## src/rtl/mac_tx_arbiter.sv

```systemverilog
// mac_tx_arbiter: round-robin arbiter that merges per-requester byte streams
// into one MAC transmit stream, enforcing an inter-frame gap and a frame-length
// watchdog. Frames are never pre-empted; new requests wait for IDLE.
module mac_tx_arbiter #(
  parameter int NUM_REQ         = 4,
  parameter int IFG_BYTES       = 12,
  parameter int MAX_FRAME_BYTES = 1522
) (
  input  logic                       clk,
  input  logic                       rst,
  input  logic [NUM_REQ-1:0]         req_valid_i,
  input  logic [NUM_REQ*8-1:0]       req_data_i,
  input  logic [NUM_REQ-1:0]         req_last_i,
  output logic [NUM_REQ-1:0]         req_ready_o,
  output logic [7:0]                 tx_data_o,
  output logic                       tx_valid_o,
  output logic                       tx_last_o,
  output logic                       tx_error_o,
  output logic [$clog2(NUM_REQ)-1:0] grant_id_o,
  output logic                       busy_o
);

  localparam int GW = $clog2(NUM_REQ);
  localparam int CW = $clog2(MAX_FRAME_BYTES + 1);
  localparam int IW = (IFG_BYTES > 1) ? $clog2(IFG_BYTES) : 1;

  typedef enum logic [1:0] {IDLE, XMIT, DRAIN, IFG} state_t;

  state_t          state, state_nx;
  logic [GW-1:0]   rr_ptr, rr_nx, grant_nx;
  logic [CW-1:0]   byte_cnt, byte_cnt_nx;
  logic [IW-1:0]   ifg_cnt, ifg_cnt_nx;
  logic [7:0]      data_nx;
  logic            valid_nx, last_nx, error_nx;

  logic            win_found;
  logic [GW-1:0]   win_id, cand;
  logic            grant_valid, grant_last;
  logic [7:0]      grant_data;

  assign grant_valid = req_valid_i[grant_id_o];
  assign grant_last  = req_last_i[grant_id_o];
  assign grant_data  = req_data_i[{grant_id_o, 3'b000} +: 8];

  // The owner is only offered ready while it holds the frame (XMIT or DRAIN).
  assign req_ready_o = (state == XMIT || state == DRAIN) ? (NUM_REQ'(1) << grant_id_o) : '0;
  assign busy_o      = (state != IDLE);

  // Round-robin search: scan from farthest to nearest so the index right after rr_ptr wins.
  always_comb begin
    win_found = 1'b0;
    win_id    = '0;
    cand      = '0;
    for (int i = NUM_REQ; i >= 1; i--) begin
      cand = GW'((int'(rr_ptr) + i) % NUM_REQ);
      if (req_valid_i[cand]) begin
        win_found = 1'b1;
        win_id    = cand;
      end
    end
  end

  // Next-state and next-output logic; outputs default to an idle, all-zero byte.
  always_comb begin
    state_nx    = state;
    grant_nx    = grant_id_o;
    rr_nx       = rr_ptr;
    byte_cnt_nx = byte_cnt;
    ifg_cnt_nx  = ifg_cnt;
    data_nx     = '0;
    valid_nx    = 1'b0;
    last_nx     = 1'b0;
    error_nx    = 1'b0;
    case (state)
      IDLE: begin
        if (win_found) begin
          grant_nx    = win_id;
          rr_nx       = win_id;
          byte_cnt_nx = '0;
          state_nx    = XMIT;
        end
      end
      XMIT: begin
        if (grant_valid) begin
          data_nx     = grant_data;
          valid_nx    = 1'b1;
          byte_cnt_nx = byte_cnt + 1'b1;
          if (grant_last) begin
            last_nx    = 1'b1;
            ifg_cnt_nx = '0;
            state_nx   = IFG;
          end else if (byte_cnt == CW'(MAX_FRAME_BYTES - 1)) begin
            // Oversized frame: close it on the wire as errored, swallow the rest.
            last_nx  = 1'b1;
            error_nx = 1'b1;
            state_nx = DRAIN;
          end
        end else begin
          // Underrun: the owner stalled mid-frame, abort it.
          error_nx   = 1'b1;
          ifg_cnt_nx = '0;
          state_nx   = IFG;
        end
      end
      DRAIN: begin
        if (grant_valid && grant_last) begin
          ifg_cnt_nx = '0;
          state_nx   = IFG;
        end
      end
      IFG: begin
        if (ifg_cnt == IW'(IFG_BYTES - 1)) begin
          ifg_cnt_nx = '0;
          state_nx   = IDLE;
        end else begin
          ifg_cnt_nx = ifg_cnt + 1'b1;
        end
      end
      default: state_nx = IDLE;
    endcase
  end

  // State, counters and registered outputs; reset abandons any frame silently.
  always_ff @(posedge clk or negedge rst) begin
    if (!rst) begin
      state      <= IDLE;
      grant_id_o <= '0;
      rr_ptr     <= GW'(NUM_REQ - 1);
      byte_cnt   <= '0;
      ifg_cnt    <= '0;
      tx_data_o  <= '0;
      tx_valid_o <= 1'b0;
      tx_last_o  <= 1'b0;
      tx_error_o <= 1'b0;
    end else begin
      state      <= state_nx;
      grant_id_o <= grant_nx;
      rr_ptr     <= rr_nx;
      byte_cnt   <= byte_cnt_nx;
      ifg_cnt    <= ifg_cnt_nx;
      tx_data_o  <= data_nx;
      tx_valid_o <= valid_nx;
      tx_last_o  <= last_nx;
      tx_error_o <= error_nx;
    end
  end

endmodule

```

## config.mk

```make
export PLATFORM = sky130hd
export DESIGN_NAME = mac_tx_arbiter
export DESIGN_NICKNAME = d
export VERILOG_FILES = /design/src/rtl/mac_tx_arbiter.sv
export SDC_FILE = /design/constraint.sdc
export NUM_CORES = 1
export LEC_CHECK = 0
export ABC_AREA = 1
export ABC_CLOCK_PERIOD_IN_PS = 1500
export CAP_MARGIN = 5
export CORE_UTILIZATION = 50
export DETAILED_ROUTE_END_ITERATION = 8
export DONT_BUFFER_PORTS = 1
export MAX_ROUTING_LAYER = met4
export PLACE_DENSITY = 0.68
export SLEW_MARGIN = 0
export SYNTH_ARGS = -nofsm -noshare
export SYNTH_HDL_FRONTEND = slang
export SYNTH_SLANG_ARGS = --single-unit
```

## constraint.sdc

```tcl
create_clock -name clk -period 1.5 [get_ports clk]
set_input_delay 0.15 -clock clk [delete_from_list [all_inputs] [get_ports clk]]
set_output_delay 0.15 -clock clk [all_outputs]
set_load 0.02 [all_outputs]
```

# [Word level (Yosys, flattened, before mapping)]
# Cells that the tools add are included.
[word_totals] mem_count=0 mem_bits_ro=0 register_bits=32 word_cells=90 latch_bits=0 in_bits=42 ramBits=0 out_inout_bits=18
[op_classes] n_eq_ne=11 n_bitwise=0 muxes=47 div_mod_pow=0 reduce_logical=10 n_addsub=6 magnitude_cmp=5 shifts=2 n_mul=0
[ops] op="indexed part select 32 x 6 -> 8 bit" count=1
[ops] op="two-way mux 11 bit" count=2
[ops] op="one-hot mux 11 bit (2 select lines)" count=1
[ops] op="two-way mux 2 bit" count=10
[ops] op="two-way mux 4 bit" count=5
[ops] op="two-way mux 1 bit" count=19
[ops] op="two-way mux 8 bit" count=2
[ops] op="less-than comparator 2 x 3 -> 1 bit (second input constant)" count=5
[ops] op="binary-select mux 1 bit (select 2 bit)" count=6
[ops] op="one-hot mux 4 bit (3 select lines)" count=1
[ops] op="adder 11 x 1 -> 11 bit (second input constant)" count=1
[ops] op="equality test 11 bit (second input constant)" count=1
[ops] op="one-hot mux 2 bit (4 select lines)" count=1
[ops] op="!= test 2 bit (second input constant)" count=3
[ops] op="AND reduction 3 bit" count=2
[ops] op="adder 2 x 1 -> 2 bit (second input constant)" count=2
[ops] op="adder 2 bit (second input constant)" count=2
[ops] op="adder 4 x 1 -> 4 bit (second input constant)" count=1
[ops] op="equality test 2 bit (second input constant)" count=2
[ops] op="equality test 4 bit (second input constant)" count=1
[ops] op="!= test 4 x 3 -> 1 bit (second input constant)" count=1
[ops] op="AND reduction 4 bit" count=1
[ops] op="nonzero test 2 bit" count=2
[ops] op="left shift 1 x 2 -> 4 bit (first input constant)" count=1
[ops] op="8 further kinds" count=8

# [Longest topological paths before layout]
# Gate-level depths: netlist of the first run.
[logic_depth] ltp_word=9 mapped_depth=12 mapped_depth_nobuf=12

# [Worst setup path after synthesis of the first run]
# OpenSTA, ideal clock, no wires.
[synth_timing] path_type="register -> register" from="register state[1]" to="register byte_cnt[1]" path_buffers=2 path_slack_ns=-0.051 arrival_ns=1.425 setup_time_ns=0.126 path_stages_with_launch=11 period_less_slack_ns=1.551 required_ns=1.374 cell_sequence="dfrtp_1 inv_1 ha_1 buf_2 bufinv_8 nand2_1 nand2_2 nand2_2 buf_6 nand2_1 o21ai_0"
[synth_between] elab_chain_cells=3 word_cells_on_any_way=7 classes_between="eq/ne: 3; mux: 1; reduce/logical: 3"
[synth_rtl] element="start, declared" line_no="29" text="state_t state, state_nx;"
[synth_rtl] element="start signal, assigned" line_no="136" text="state <= state_nx;"
[synth_rtl] element="equality test 2 x 1 -> 1 bit or logical NOT 2 bit (tied branches)" line_no="74" text="case (state)"
[synth_rtl] element="!= test 2 bit (no source line) or nonzero test 2 bit (tied branches)"
[synth_rtl] element="AND reduction 3 bit (no source line)"
[synth_rtl] element="end signal, assigned" line_no="139" text="byte_cnt <= byte_cnt_nx;"
[synth_rtl] element="end, declared" line_no="31" text="logic [CW-1:0] byte_cnt, byte_cnt_nx;"
# Parallel ways exist; a longest one is shown, timed or not.
# A chain may end at the register's enable or synchronous reset.

# [Worst setup path after layout of the first run]
[layout_timing] from="register rr_ptr[0]" to="register state[0]"
[layout_between] elab_chain_cells=9 word_cells_on_any_way=18 classes_between="add/sub: 4; eq/ne: 1; mux: 12; reduce/logical: 1"
[layout_rtl] element="start, declared" line_no="30" text="logic [GW-1:0] rr_ptr, rr_nx, grant_nx;"
[layout_rtl] element="start signal, assigned" line_no="128" text="rr_ptr <= GW'(NUM_REQ - 1);"
[layout_rtl] element="start signal, assigned" line_no="138" text="rr_ptr <= rr_nx;"
[layout_rtl] element="adder 2 x 1 -> 2 bit" line_no="55" text="cand = GW'((int'(rr_ptr) + i) % NUM_REQ);"
[layout_rtl] element="binary-select mux 1 bit (select 2 bit)" line_no="56" text="if (req_valid_i[cand]) begin"
[layout_rtl] element="two-way mux 1 bit (implied by the code)" line_no="56"
[layout_rtl] element="two-way mux 1 bit (3 in a row)" line_no="56"
[layout_rtl] element="two-way mux 1 bit *" line_no="56"
[layout_rtl] element="!= test 2 bit (no source line) *"
[layout_rtl] element="AND reduction 4 bit (no source line) *"
# Mark *: on every way between the ends. The rest lies on a longest branch, timed or not. The select of a mux whose other input is x is not followed.

==> impl_metrics.prom, run 1 <==
# TYPE chip_impl_metric gauge
chip_impl_info{name="run_status",value="finished, violations left"} 1
chip_impl_info{name="failed_checks",value="setup timing"} 1
chip_impl_metric{name="cts_made_buffers",unit=""} 5
chip_impl_metric{name="die-area",unit="um2"} 4890
chip_impl_info{name="critPathMostFrequentCell",value="nand2_4"} 1
chip_impl_metric{name="grt.met2_usage",unit="%"} 40.5
chip_impl_info{name="synth.top_cells.by_count",value="114 x nand2_1, 34 x nand3_1, 30 x dfrtp_1, 30 x nor2_1, 28 x inv_1"} 1
chip_impl_info{name="cells_traversed_along_the_worst_timing_path",value="buf_6 > nand2_4 > nand2_4 > nand2_4 > inv_4 > nand2_4 > inv_4 > nand2_4 > buf_6 > nand2_2 > nor2_1 > nand2_1 > nand2_1"} 1
chip_impl_metric{name="pwr_density_cell",unit="nW/um2"} 2150
chip_impl_metric{name="setup_violations",unit=""} 18
chip_impl_metric{name="finalClockSkew",unit="ns"} 0.00530
chip_impl_metric{name="worstPathRequired",unit="ns"} 1.69
chip_impl_info{name="worst_setup_path_start_kind",value="flip-flop"} 1
chip_impl_info{name="cell_with_the_most_instances_after_synthesis",value="nand2_1"} 1
chip_impl_metric{name="ant_nets",unit=""} 0
chip_impl_info{name="critPathCaptureType",value="flip-flop"} 1
chip_impl_info{name="ys_top_cells_by_area",value="dfrtp_1 33%, nand2_1 19%, nand3_1 7.4%"} 1
chip_impl_metric{name="viasPerCell",unit=""} 5.38
chip_impl_info{name="crit_family",value="flip-flops"} 1
chip_impl_metric{name="drt_iter0_drc",unit=""} 122
chip_impl_metric{name="post_synth_instance_area",unit="um2"} 2310
chip_impl_metric{name="crit_path_max_fanout",unit=""} 4
chip_impl_metric{name="rows",unit=""} 24
chip_impl_metric{name="groute.layer.met1.usage",unit="%"} 30.1
chip_impl_metric{name="crit_path_max_incr_delay",unit="ns"} 0.60
chip_impl_metric{name="critPathArrivalTime",unit="ns"} 1.81
chip_impl_metric{name="layout-drive-gt1-share",unit="%"} 36.0
chip_impl_metric{name="synthCells",unit=""} 331
chip_impl_metric{name="synth_enable_flop_cells",unit=""} 0
chip_impl_metric{name="synth.ff_latch_count",unit=""} 32
chip_impl_info{name="grt_setup_unrepaired",value="yes"} 1
chip_impl_metric{name="core-area",unit="um2"} 4380
chip_impl_metric{name="final_critical_path_setup_slack",unit="ns"} -0.126
chip_impl_metric{name="worst-path-buf-inv",unit=""} 4
chip_impl_metric{name="portion_of_synthesized_cell_area_occupied_by_the_leading_cell_type",unit="%"} 32.5
chip_impl_metric{name="post_dp_cell_area",unit="um2"} 2550
chip_impl_metric{name="setup-tns-final",unit="ns"} -1.53
chip_impl_metric{name="finalWeightedCongestion",unit=""} 0.890
chip_impl_metric{name="static-leakage-power",unit="nW"} 1.57
chip_impl_metric{name="numClockSinks",unit=""} 32
chip_impl_metric{name="fp.dieW",unit="um"} 69.9
chip_impl_metric{name="finalMaxSlewViolations",unit=""} 0
chip_impl_metric{name="finalInstanceArea",unit="um2"} 3080
chip_impl_metric{name="max-clock-path-buffers",unit=""} 2
chip_impl_metric{name="final_period_minus_worst_setup_slack",unit="ns"} 1.63
chip_impl_metric{name="dp_cells",unit=""} 407
chip_impl_metric{name="max-slew-margin-rel",unit="%"} 74.9
chip_impl_metric{name="worst_slew_pin_slew",unit="ns"} 0.376
chip_impl_metric{name="design_power_total",unit="W"} 0.00663
chip_impl_metric{name="fin_cells",unit=""} 435
chip_impl_metric{name="finalNetCount",unit=""} 432
chip_impl_metric{name="post_synth_num_cell_types",unit=""} 30
chip_impl_metric{name="vias",unit=""} 2342
chip_impl_metric{name="dp.final_hpwl",unit="um"} 4010
chip_impl_metric{name="fin_crit_sh",unit="%"} 108
chip_impl_metric{name="maximum_clock_frequency",unit="MHz"} 615
chip_impl_metric{name="wl",unit="um"} 6130
chip_impl_metric{name="routedWlPerCell",unit="um"} 14.1
chip_impl_metric{name="grt_usage",unit="%"} 24.4
chip_impl_metric{name="maxCapViolations",unit=""} 0
chip_impl_metric{name="yosysWarningCount",unit=""} 0
chip_impl_metric{name="drt_pass1_iterations",unit=""} 4
chip_impl_metric{name="h-tree-depth",unit=""} 2
chip_impl_metric{name="antenna_diode_count",unit=""} 0
chip_impl_metric{name="floorplan.io_pins",unit=""} 60
chip_impl_metric{name="port-buffer-count",unit=""} 0
chip_impl_metric{name="first_global_vias",unit=""} 2129
chip_impl_metric{name="groute.layer.met3.usage",unit="%"} 5.92
chip_impl_metric{name="grt_max_degree",unit=""} 33
chip_impl_metric{name="initial_util",unit="%"} 52.7
chip_impl_metric{name="grt_overflow",unit=""} 0
chip_impl_info{name="grt_most_used_layer",value="met2"} 1
chip_impl_info{name="cts_tree",value="done"} 1
chip_impl_metric{name="number_of_antenna_violations_at_the_first_check_in_global_routing",unit=""} 0
chip_impl_info{name="critPathSlowestCell",value="dfstp_2"} 1
chip_impl_metric{name="nFillCells",unit=""} 348
chip_impl_metric{name="synth_fp_nets",unit=""} 381
chip_impl_metric{name="drc",unit=""} 0
chip_impl_metric{name="report.final.hold_viol_count",unit=""} 0
chip_impl_info{name="min-delay-path-class",value="input port to flip-flop"} 1
chip_impl_info{name="root_buffer",value="clkbuf_8"} 1
chip_impl_metric{name="synth-seq-area-share",unit="%"} 34.8
chip_impl_metric{name="layout-area-overhead-vs-synth",unit="%"} 33.6
chip_impl_metric{name="syn-mean-instance-area",unit="um2"} 6.97
chip_impl_metric{name="irDropWorstVdd",unit="uV"} 1440
chip_impl_metric{name="die_y",unit="um"} 69.9
chip_impl_metric{name="layout.core_utilization",unit="%"} 70.3
chip_impl_info{name="synth_area_leader_cell",value="dfrtp_1"} 1
chip_impl_info{name="crit_type",value="flip-flop to flip-flop"} 1
chip_impl_metric{name="worstSkewPairLatency",unit="ns"} 0.29
chip_impl_info{name="synth_ff_type",value="dfrtp_1"} 1
chip_impl_metric{name="postSynth.asyncResetShare",unit="%"} 100
chip_impl_metric{name="grt_pass1_wl",unit="um"} 9380
chip_impl_metric{name="path_clk_slew",unit="ns"} 0.07
## worst paths after layout
| check | start | to | slack [ns] | cells after the start |
|---|---|---|---|---|
| max | rr_ptr[0]$_DFFE_PN1P_ | state[0]$_DFFE_PN0P_ | -0.13 | 13 |
| min | req_data_i[18] | tx_data_o[2]$_DFF_PN0_ | 0.003 | 2 |
| max reg2reg | rr_ptr[0]$_DFFE_PN1P_ | state[0]$_DFFE_PN0P_ | -0.13 | 13 |
| min reg2reg | rr_ptr[1]$_DFFE_PN1P_ | rr_ptr[1]$_DFFE_PN1P_ | 0.49 | 2 |
| max in group asynchronous | rst | rr_ptr[0]$_DFFE_PN1P_ | 0.96 | 2 |
| min in group asynchronous | rst | ifg_cnt[2]$_DFFE_PN0P_ | 0.29 | 2 |
## cell type report
type / count / area, um2 / share of cell area, %
tap: 52 / 65.1 / 2.11
timing repair buffer: 52 / 443 / 14.4
inverter: 34 / 150 / 4.87
clock buffer: 5 / 68.8 / 2.23
sequential: 32 / 806 / 26.1
multi-input combinational: 257 / 1510 / 48.9
clock inverter: 3 / 42.5 / 1.38
## cells by family after synthesis
group           synth area share, %
flops                          34.8
simple gates                   42.7
xor+xnor                       2.28
fa+ha+maj                      4.34
buf+inv                        8.51
compound gates                 7.37
## state kept, by name (all words and copies together) (netlist names)
register / cells
byte_cnt: 11
grant_id_o: 2
ifg_cnt: 4
rr_ptr: 2
state: 2
tx_data_o: 8
tx_error_o: 1
tx_last_o: 1
tx_valid_o: 1
## power breakdown
| group | internal, W | switching (W) | total (W) |
|---|---|---|---|
| Sequential | 0.00109 | 0.000289 | 0.00138 |
| Combinational | 0.00187 | 0.00253 | 0.00439 |
| Clock | 0.000491 | 0.000359 | 0.000850 |
| Total | 0.00345 | 0.00317 | 0.00663 |
## what timing repair did
item,4_1_cts,5_1_grt
endpoints found under the setup margin,28,30
pin swaps,15,11
resized for setup,37,42
hold endpoints to repair,32,0
hold buffers,2,0
buffers inserted,10,9
## per-layer routing
| metal | vias up | wire length [um] |
|---|---|---|
| li1 | 1166 | - |
| met1 | 1072 | 2620 |
| met2 | 88 | 2980 |
| met3 | 16 | 387 |
| met4 | 0 | 134 |
| met5 | - | 0 |
## layout by cell type (no fill, tap or decap), types with 2 or more instances in the layout
master	n
nand2_1	92
buf_4	40
nand3_1	32
nand2_2	28
dfrtp_1	28
nor2_1	24
inv_1	22
o21ai_1	13
nand2_4	11
buf_6	10
inv_4	6
nand4_1	6
xor2_1	6
ha_1	6
nor2_2	5
nor2_4	5
clkbuf_8	5
inv_2	4
a221oi_2	3
a221oi_1	3
nor3_2	3
nor3_1	3
a22oi_1	2
a31oi_1	2
a21oi_1	2
nand3_2	2
dfrtp_2	2
dfstp_2	2
## metrics by stage
step                setup slack, ns  hold slack (ns)
floorplan                  -0.00364           -0.146
global placement            -0.0501           -0.145
detailed placement          -0.0708           -0.145
CTS                         -0.0289          0.00693
global route                 -0.204          0.00432
finish                       -0.126          0.00312
Note: power is estimated with default switching activity, not from simulation.
==> inputs of run 2 (changes only) <==
Settings changed: CORE_MARGIN set to 2, SLEW_MARGIN 0 to 20.
==> impl_metrics.prom, run 2 (synthesis results as in run 1) <==
# TYPE chip_impl_metric gauge
chip_impl_metric{name="layout-area-overhead-vs-synth",unit="%"} 35.9
chip_impl_metric{name="viasPerCell",unit=""} 5.48
chip_impl_info{name="min-delay-path-class",value="input port to flip-flop"} 1
chip_impl_metric{name="floorplan.io_pins",unit=""} 60
chip_impl_metric{name="fin_crit_sh",unit="%"} 108
chip_impl_metric{name="static-leakage-power",unit="nW"} 1.57
chip_impl_info{name="crit_type",value="flip-flop to flip-flop"} 1
chip_impl_metric{name="largest_register_ffs",unit=""} 11
chip_impl_metric{name="max-slew-margin-rel",unit="%"} 81.8
chip_impl_metric{name="grt.met2_usage",unit="%"} 39.8
chip_impl_metric{name="wl",unit="um"} 6010
chip_impl_metric{name="die-area",unit="um2"} 5180
chip_impl_metric{name="pwr_density_cell",unit="nW/um2"} 2130
chip_impl_metric{name="die_y",unit="um"} 71.9
chip_impl_metric{name="max-clock-path-buffers",unit=""} 2
chip_impl_metric{name="finalWeightedCongestion",unit=""} 0.929
chip_impl_metric{name="design_power_total",unit="W"} 0.00669
chip_impl_metric{name="worstSkewPairLatency",unit="ns"} 0.29
chip_impl_metric{name="final_period_minus_worst_setup_slack",unit="ns"} 1.62
chip_impl_metric{name="crit_path_max_fanout",unit=""} 5
chip_impl_info{name="run_status",value="finished, violations left"} 1
chip_impl_metric{name="grt_max_degree",unit=""} 33
chip_impl_metric{name="drt_iter0_drc",unit=""} 117
chip_impl_metric{name="antenna_diode_count",unit=""} 0
chip_impl_metric{name="worstPathRequired",unit="ns"} 1.68
chip_impl_metric{name="dp_cells",unit=""} 406
chip_impl_metric{name="finalMaxSlewViolations",unit=""} 0
chip_impl_metric{name="groute.layer.met1.usage",unit="%"} 30.4
chip_impl_metric{name="fp.dieW",unit="um"} 71.9
chip_impl_info{name="cells_traversed_along_the_worst_timing_path",value="buf_6 > nand2_4 > nand2_4 > nand2_4 > inv_2 > nand2_2 > inv_2 > nand2_4 > nand2_4 > clkbuf_16 > o21ai_2"} 1
chip_impl_metric{name="critPathArrivalTime",unit="ns"} 1.80
chip_impl_metric{name="drt_pass1_iterations",unit=""} 4
chip_impl_metric{name="first_global_vias",unit=""} 2194
chip_impl_metric{name="number_of_antenna_violations_at_the_first_check_in_global_routing",unit=""} 0
chip_impl_info{name="most_common_library_cell_in_the_layout_ignoring_fill_and_taps",value="nand2_1"} 1
chip_impl_info{name="largest_registers",value="byte_cnt x11, tx_data_o x8, ifg_cnt x4"} 1
chip_impl_metric{name="numClockSinks",unit=""} 32
chip_impl_info{name="critPathMostFrequentCell",value="nand2_4"} 1
chip_impl_info{name="top_register",value="byte_cnt"} 1
chip_impl_info{name="critPathCaptureType",value="flip-flop"} 1
chip_impl_metric{name="crit_path_max_incr_delay",unit="ns"} 0.58
chip_impl_metric{name="cts_made_buffers",unit=""} 5
chip_impl_info{name="worst_setup_path_start_kind",value="flip-flop"} 1
chip_impl_info{name="root_buffer",value="clkbuf_8"} 1
chip_impl_metric{name="report.final.hold_viol_count",unit=""} 0
chip_impl_metric{name="finalClockSkew",unit="ns"} 0.00580
chip_impl_metric{name="pre_cts_slack",unit="ns"} -0.0813
chip_impl_metric{name="core-area",unit="um2"} 4410
chip_impl_metric{name="h-tree-depth",unit=""} 2
chip_impl_metric{name="final_critical_path_setup_slack",unit="ns"} -0.116
chip_impl_metric{name="ant_nets",unit=""} 0
chip_impl_info{name="failed_checks",value="setup timing"} 1
chip_impl_metric{name="maximum_clock_frequency",unit="MHz"} 619
chip_impl_metric{name="path_clk_slew",unit="ns"} 0.08
chip_impl_metric{name="dp.final_hpwl",unit="um"} 4150
chip_impl_metric{name="layout-drive-gt1-share",unit="%"} 37.6
chip_impl_metric{name="groute.layer.met3.usage",unit="%"} 4.31
chip_impl_metric{name="grt_pass1_wl",unit="um"} 9600
chip_impl_info{name="critPathSlowestCell",value="dfstp_2"} 1
chip_impl_metric{name="routedWlPerCell",unit="um"} 14.0
chip_impl_metric{name="initial_util",unit="%"} 52.3
chip_impl_info{name="grt_setup_unrepaired",value="yes"} 1
chip_impl_info{name="layout.cells.most_common_list",value="93 x nand2_1, 31 x nand3_1, 28 x buf_4"} 1
chip_impl_metric{name="fin_cells",unit=""} 430
chip_impl_metric{name="finalNetCount",unit=""} 427
chip_impl_metric{name="drc",unit=""} 0
chip_impl_metric{name="maxCapViolations",unit=""} 0
chip_impl_info{name="grt_most_used_layer",value="met2"} 1
chip_impl_metric{name="rows",unit=""} 24
chip_impl_metric{name="setup_violations",unit=""} 16
chip_impl_metric{name="irDropWorstVdd",unit="uV"} 1730
chip_impl_metric{name="vias",unit=""} 2356
chip_impl_info{name="cts_tree",value="done"} 1
chip_impl_metric{name="grt_usage",unit="%"} 24.2
chip_impl_metric{name="worst_slew_pin_slew",unit="ns"} 0.273
chip_impl_metric{name="port-buffer-count",unit=""} 0
chip_impl_metric{name="grt_overflow",unit=""} 0
==> run 2: metrics by stage <==
step	TNS, ns	area, um2	utilization [%]	hold WS (ns)
3_3_place_gp	-0.150	2560	57.9	-0.145
6_report	-1.21	3140	71.1	0.000531
2_1_floorplan	-0.00727	2300	-	-0.146
3_5_place_dp	-0.854	2560	57.9	-0.145
5_1_grt	-2.40	3140	71.1	0.00940
4_1_cts	-0.312	2830	64.2	0.00171
==> run 2: layer usage <==
metal	share of wire (%)	up-vias
met5	0	-
met4	1.0	0
met3	5.7	7
met2	49	83
met1	44	1109
li1	-	1157
==> run 2: report_power, final <==
part           switching (W)  total [W]  internal, W  leakage [nW]
clock network       0.000359   0.000688     0.000328        0.0404
registers           0.000288    0.00138      0.00109         0.425
logic                0.00261    0.00462      0.00201          1.11
==> run 2: final timing paths <==
check,from,cells after the start,to,slack [ns]
worst max-delay path,rr_ptr[0]$_DFFE_PN1P_,11,byte_cnt[3]$_DFFE_PN0P_,-0.12
worst min-delay path,req_data_i[21],2,tx_data_o[5]$_DFF_PN0_,0.0005
worst max register to register,rr_ptr[0]$_DFFE_PN1P_,11,byte_cnt[3]$_DFFE_PN0P_,-0.12
worst min register to register,rr_ptr[1]$_DFFE_PN1P_,2,rr_ptr[1]$_DFFE_PN1P_,0.50
max in group asynchronous,rst,2,rr_ptr[0]$_DFFE_PN1P_,0.95
min in group asynchronous,rst,2,grant_id_o[1]$_DFFE_PN0P_,0.32
==> run 2: final cells by class <==
cell class | instances | area (um2)
repair buffers | 47 | 475
flip-flops and latches | 32 | 807
multi-input cells | 257 | 1550
clock inverters | 3 | 23.8
clock buffers | 5 | 68.8
inverters | 34 | 148
well taps | 52 | 65.1
fillers | 341 | 1280
==> run 2: timing repair <==
item,in CTS,in global routing
hold endpoints to repair,32,0
buffers inserted,8,4
gates cloned,0,2
hold buffers,2,0
pin swaps,4,13
endpoints found under the setup margin,26,27
gates resized for setup,29,63
==> run 2: worst max-delay path, delay by kind of cell, from the launching register on <==
kind	cells	cell delay [ns]
and+or+nand+nor	6	0.45
buffers and inverters	4	0.44
AOI/OAI and AO/OA	1	0.05
DFF	1	0.58
==> inputs of run 3 (changes only) <==
Settings changed: CORE_MARGIN 2 to 3.
==> impl_metrics.prom, run 3 (synthesis results as in run 1) <==
# TYPE chip_impl_metric gauge
chip_impl_info{name="run_status",value="finished, violations left"} 1
chip_impl_info{name="failed_checks",value="hold timing, setup timing"} 1
chip_impl_metric{name="rows",unit=""} 24
chip_impl_metric{name="nFillCells",unit=""} 344
chip_impl_metric{name="vias",unit=""} 2338
chip_impl_metric{name="static-leakage-power",unit="nW"} 1.59
chip_impl_metric{name="crit_path_max_fanout",unit=""} 8
chip_impl_metric{name="final_period_minus_worst_setup_slack",unit="ns"} 1.58
chip_impl_metric{name="path_clk_slew",unit="ns"} 0.08
chip_impl_info{name="crit_type",value="flip-flop to flip-flop"} 1
chip_impl_metric{name="grt_overflow",unit=""} 0
chip_impl_info{name="top_register",value="byte_cnt"} 1
chip_impl_metric{name="maximum_clock_frequency",unit="MHz"} 633
chip_impl_metric{name="floorplan.io_pins",unit=""} 60
chip_impl_metric{name="critPathArrivalTime",unit="ns"} 1.76
chip_impl_metric{name="worst-path-buf-inv",unit=""} 2
chip_impl_metric{name="pre_cts_slack",unit="ns"} -0.0709
chip_impl_metric{name="ant_nets",unit=""} 0
chip_impl_metric{name="grt_max_degree",unit=""} 33
chip_impl_metric{name="dp.final_hpwl",unit="um"} 4130
chip_impl_info{name="crit_family",value="simple AND/OR/NAND/NOR gates"} 1
chip_impl_info{name="layout.cells.most_common_list",value="89 x nand2_1, 36 x buf_4, 31 x nand2_2"} 1
chip_impl_metric{name="worstSkewPairLatency",unit="ns"} 0.29
chip_impl_metric{name="finalInstanceArea",unit="um2"} 3170
chip_impl_info{name="worst_setup_path_start_kind",value="flip-flop"} 1
chip_impl_metric{name="die-area",unit="um2"} 5470
chip_impl_metric{name="core-area",unit="um2"} 4410
chip_impl_metric{name="finalMaxSlewViolations",unit=""} 0
chip_impl_metric{name="number_of_antenna_violations_at_the_first_check_in_global_routing",unit=""} 0
chip_impl_info{name="critPathSlowestCell",value="dfrtp_2"} 1
chip_impl_metric{name="wl",unit="um"} 6190
chip_impl_info{name="min-delay-path-class",value="input port to flip-flop"} 1
chip_impl_metric{name="layout-area-overhead-vs-synth",unit="%"} 37.2
chip_impl_metric{name="grt_pass1_wl",unit="um"} 9470
chip_impl_metric{name="port-buffer-count",unit=""} 0
chip_impl_metric{name="numClockSinks",unit=""} 32
chip_impl_info{name="largest_registers",value="byte_cnt x11, tx_data_o x8, ifg_cnt x4"} 1
chip_impl_metric{name="largest_register_ffs",unit=""} 11
chip_impl_metric{name="first_global_vias",unit=""} 2130
chip_impl_info{name="cts_tree",value="done"} 1
chip_impl_metric{name="viasPerCell",unit=""} 5.35
chip_impl_metric{name="finalNetCount",unit=""} 434
chip_impl_metric{name="design_power_total",unit="W"} 0.00664
chip_impl_metric{name="h-tree-depth",unit=""} 2
chip_impl_metric{name="report.final.hold_viol_count",unit=""} 2
chip_impl_metric{name="maxCapViolations",unit=""} 0
chip_impl_metric{name="initial_util",unit="%"} 52.3
chip_impl_metric{name="setup_violations",unit=""} 20
chip_impl_metric{name="final.hold.worst_slack",unit="ns"} -0.00156
chip_impl_metric{name="worstPathRequired",unit="ns"} 1.68
chip_impl_metric{name="cts_made_buffers",unit=""} 5
chip_impl_metric{name="max-clock-path-buffers",unit=""} 2
chip_impl_metric{name="die_y",unit="um"} 73.9
chip_impl_metric{name="max-slew-margin-rel",unit="%"} 80.9
chip_impl_metric{name="pwr_density_cell",unit="nW/um2"} 2100
chip_impl_metric{name="fp.dieW",unit="um"} 73.9
chip_impl_metric{name="finalClockSkew",unit="ns"} 0.00644
chip_impl_metric{name="drt_pass1_iterations",unit=""} 4
chip_impl_info{name="critPathCaptureType",value="flip-flop"} 1
chip_impl_metric{name="antenna_diode_count",unit=""} 0
chip_impl_metric{name="routedWlPerCell",unit="um"} 14.2
chip_impl_info{name="most_common_library_cell_in_the_layout_ignoring_fill_and_taps",value="nand2_1"} 1
chip_impl_metric{name="drt_iter0_drc",unit=""} 164
chip_impl_metric{name="final_critical_path_setup_slack",unit="ns"} -0.0798
chip_impl_metric{name="layout-drive-gt1-share",unit="%"} 39.7
chip_impl_metric{name="irDropWorstVdd",unit="uV"} 1480
chip_impl_metric{name="drc",unit=""} 0
chip_impl_info{name="grt_setup_unrepaired",value="yes"} 1
chip_impl_metric{name="fin_crit_sh",unit="%"} 105
chip_impl_metric{name="post_dp_cell_area",unit="um2"} 2580
chip_impl_metric{name="crit_path_max_incr_delay",unit="ns"} 0.51
chip_impl_info{name="root_buffer",value="clkbuf_8"} 1
chip_impl_metric{name="worst_slew_pin_slew",unit="ns"} 0.284
chip_impl_metric{name="grt_usage",unit="%"} 22.6
chip_impl_metric{name="finalWeightedCongestion",unit=""} 0.945
chip_impl_info{name="cells_traversed_along_the_worst_timing_path",value="buf_6 > nand2_1 > nand2_1 > nand2_2 > nand2_4 > nand2_4 > nand2_2 > nand2_4 > buf_6 > nand2_2 > o21ai_1"} 1
-- run 3: worst paths after layout --
kind                                           start                       to  slack, ns  depth (start not counted)
min reg2reg                    rr_ptr[1]$_DFFE_PN1P_    rr_ptr[1]$_DFFE_PN1P_       0.49                          2
max                        grant_id_o[0]$_DFFE_PN0P_  byte_cnt[8]$_DFFE_PN0P_      -0.08                         11
max in group asynchronous                        rst    rr_ptr[0]$_DFFE_PN1P_       0.95                          2
max reg2reg                grant_id_o[0]$_DFFE_PN0P_  byte_cnt[8]$_DFFE_PN0P_      -0.08                         11
min in group asynchronous                        rst     state[0]$_DFFE_PN0P_       0.31                          2
min                                   req_data_i[21]   tx_data_o[5]$_DFF_PN0_     -0.002                          2
-- run 3: power breakdown --
part	internal [W]	switching (W)
clock	0.000328	0.000363
sequential	0.00109	0.000324
combinational	0.00198	0.00256
-- run 3: final cells by class --
cell class	instances	area, um2	area share, %
clock buffer	5	68.8	2.17
clock inverter	3	23.8	0.751
inverter	34	150	4.74
multi-input combinational	257	1560	49.4
sequential	32	807	25.5
tap	52	65.1	2.05
timing repair buffer	54	488	15.4
-- run 3: stage by stage --
step	util [%]	TNS [ns]	std cells
after floorplan	-	-0.00727	331
after global placement	58.5	-0.278	411
after detailed placement	58.5	-0.746	411
after CTS	64.6	-0.0436	426
after global routing	71.7	-2.87	437
final	71.7	-0.854	437
-- run 3: per-layer routing --
layer	part of all wire, %	vias up	GRT usage (%)	wire, um
met4	0.37	0	5.43	23
met1	42	1070	28.6	2610
met2	51	87	36.5	3140
li1	-	1177	-	-
met3	6.7	4	5.54	414
met5	0	-	-	0
-- run 3: timing repair --
action | in CTS | in global routing
endpoints found under the setup margin | 32 | 27
resized for setup | 36 | 60
hold buffers | 3 | 0
buffers inserted | 4 | 11
pin swaps | 11 | 20
endpoints found under the hold margin | 33 | 0
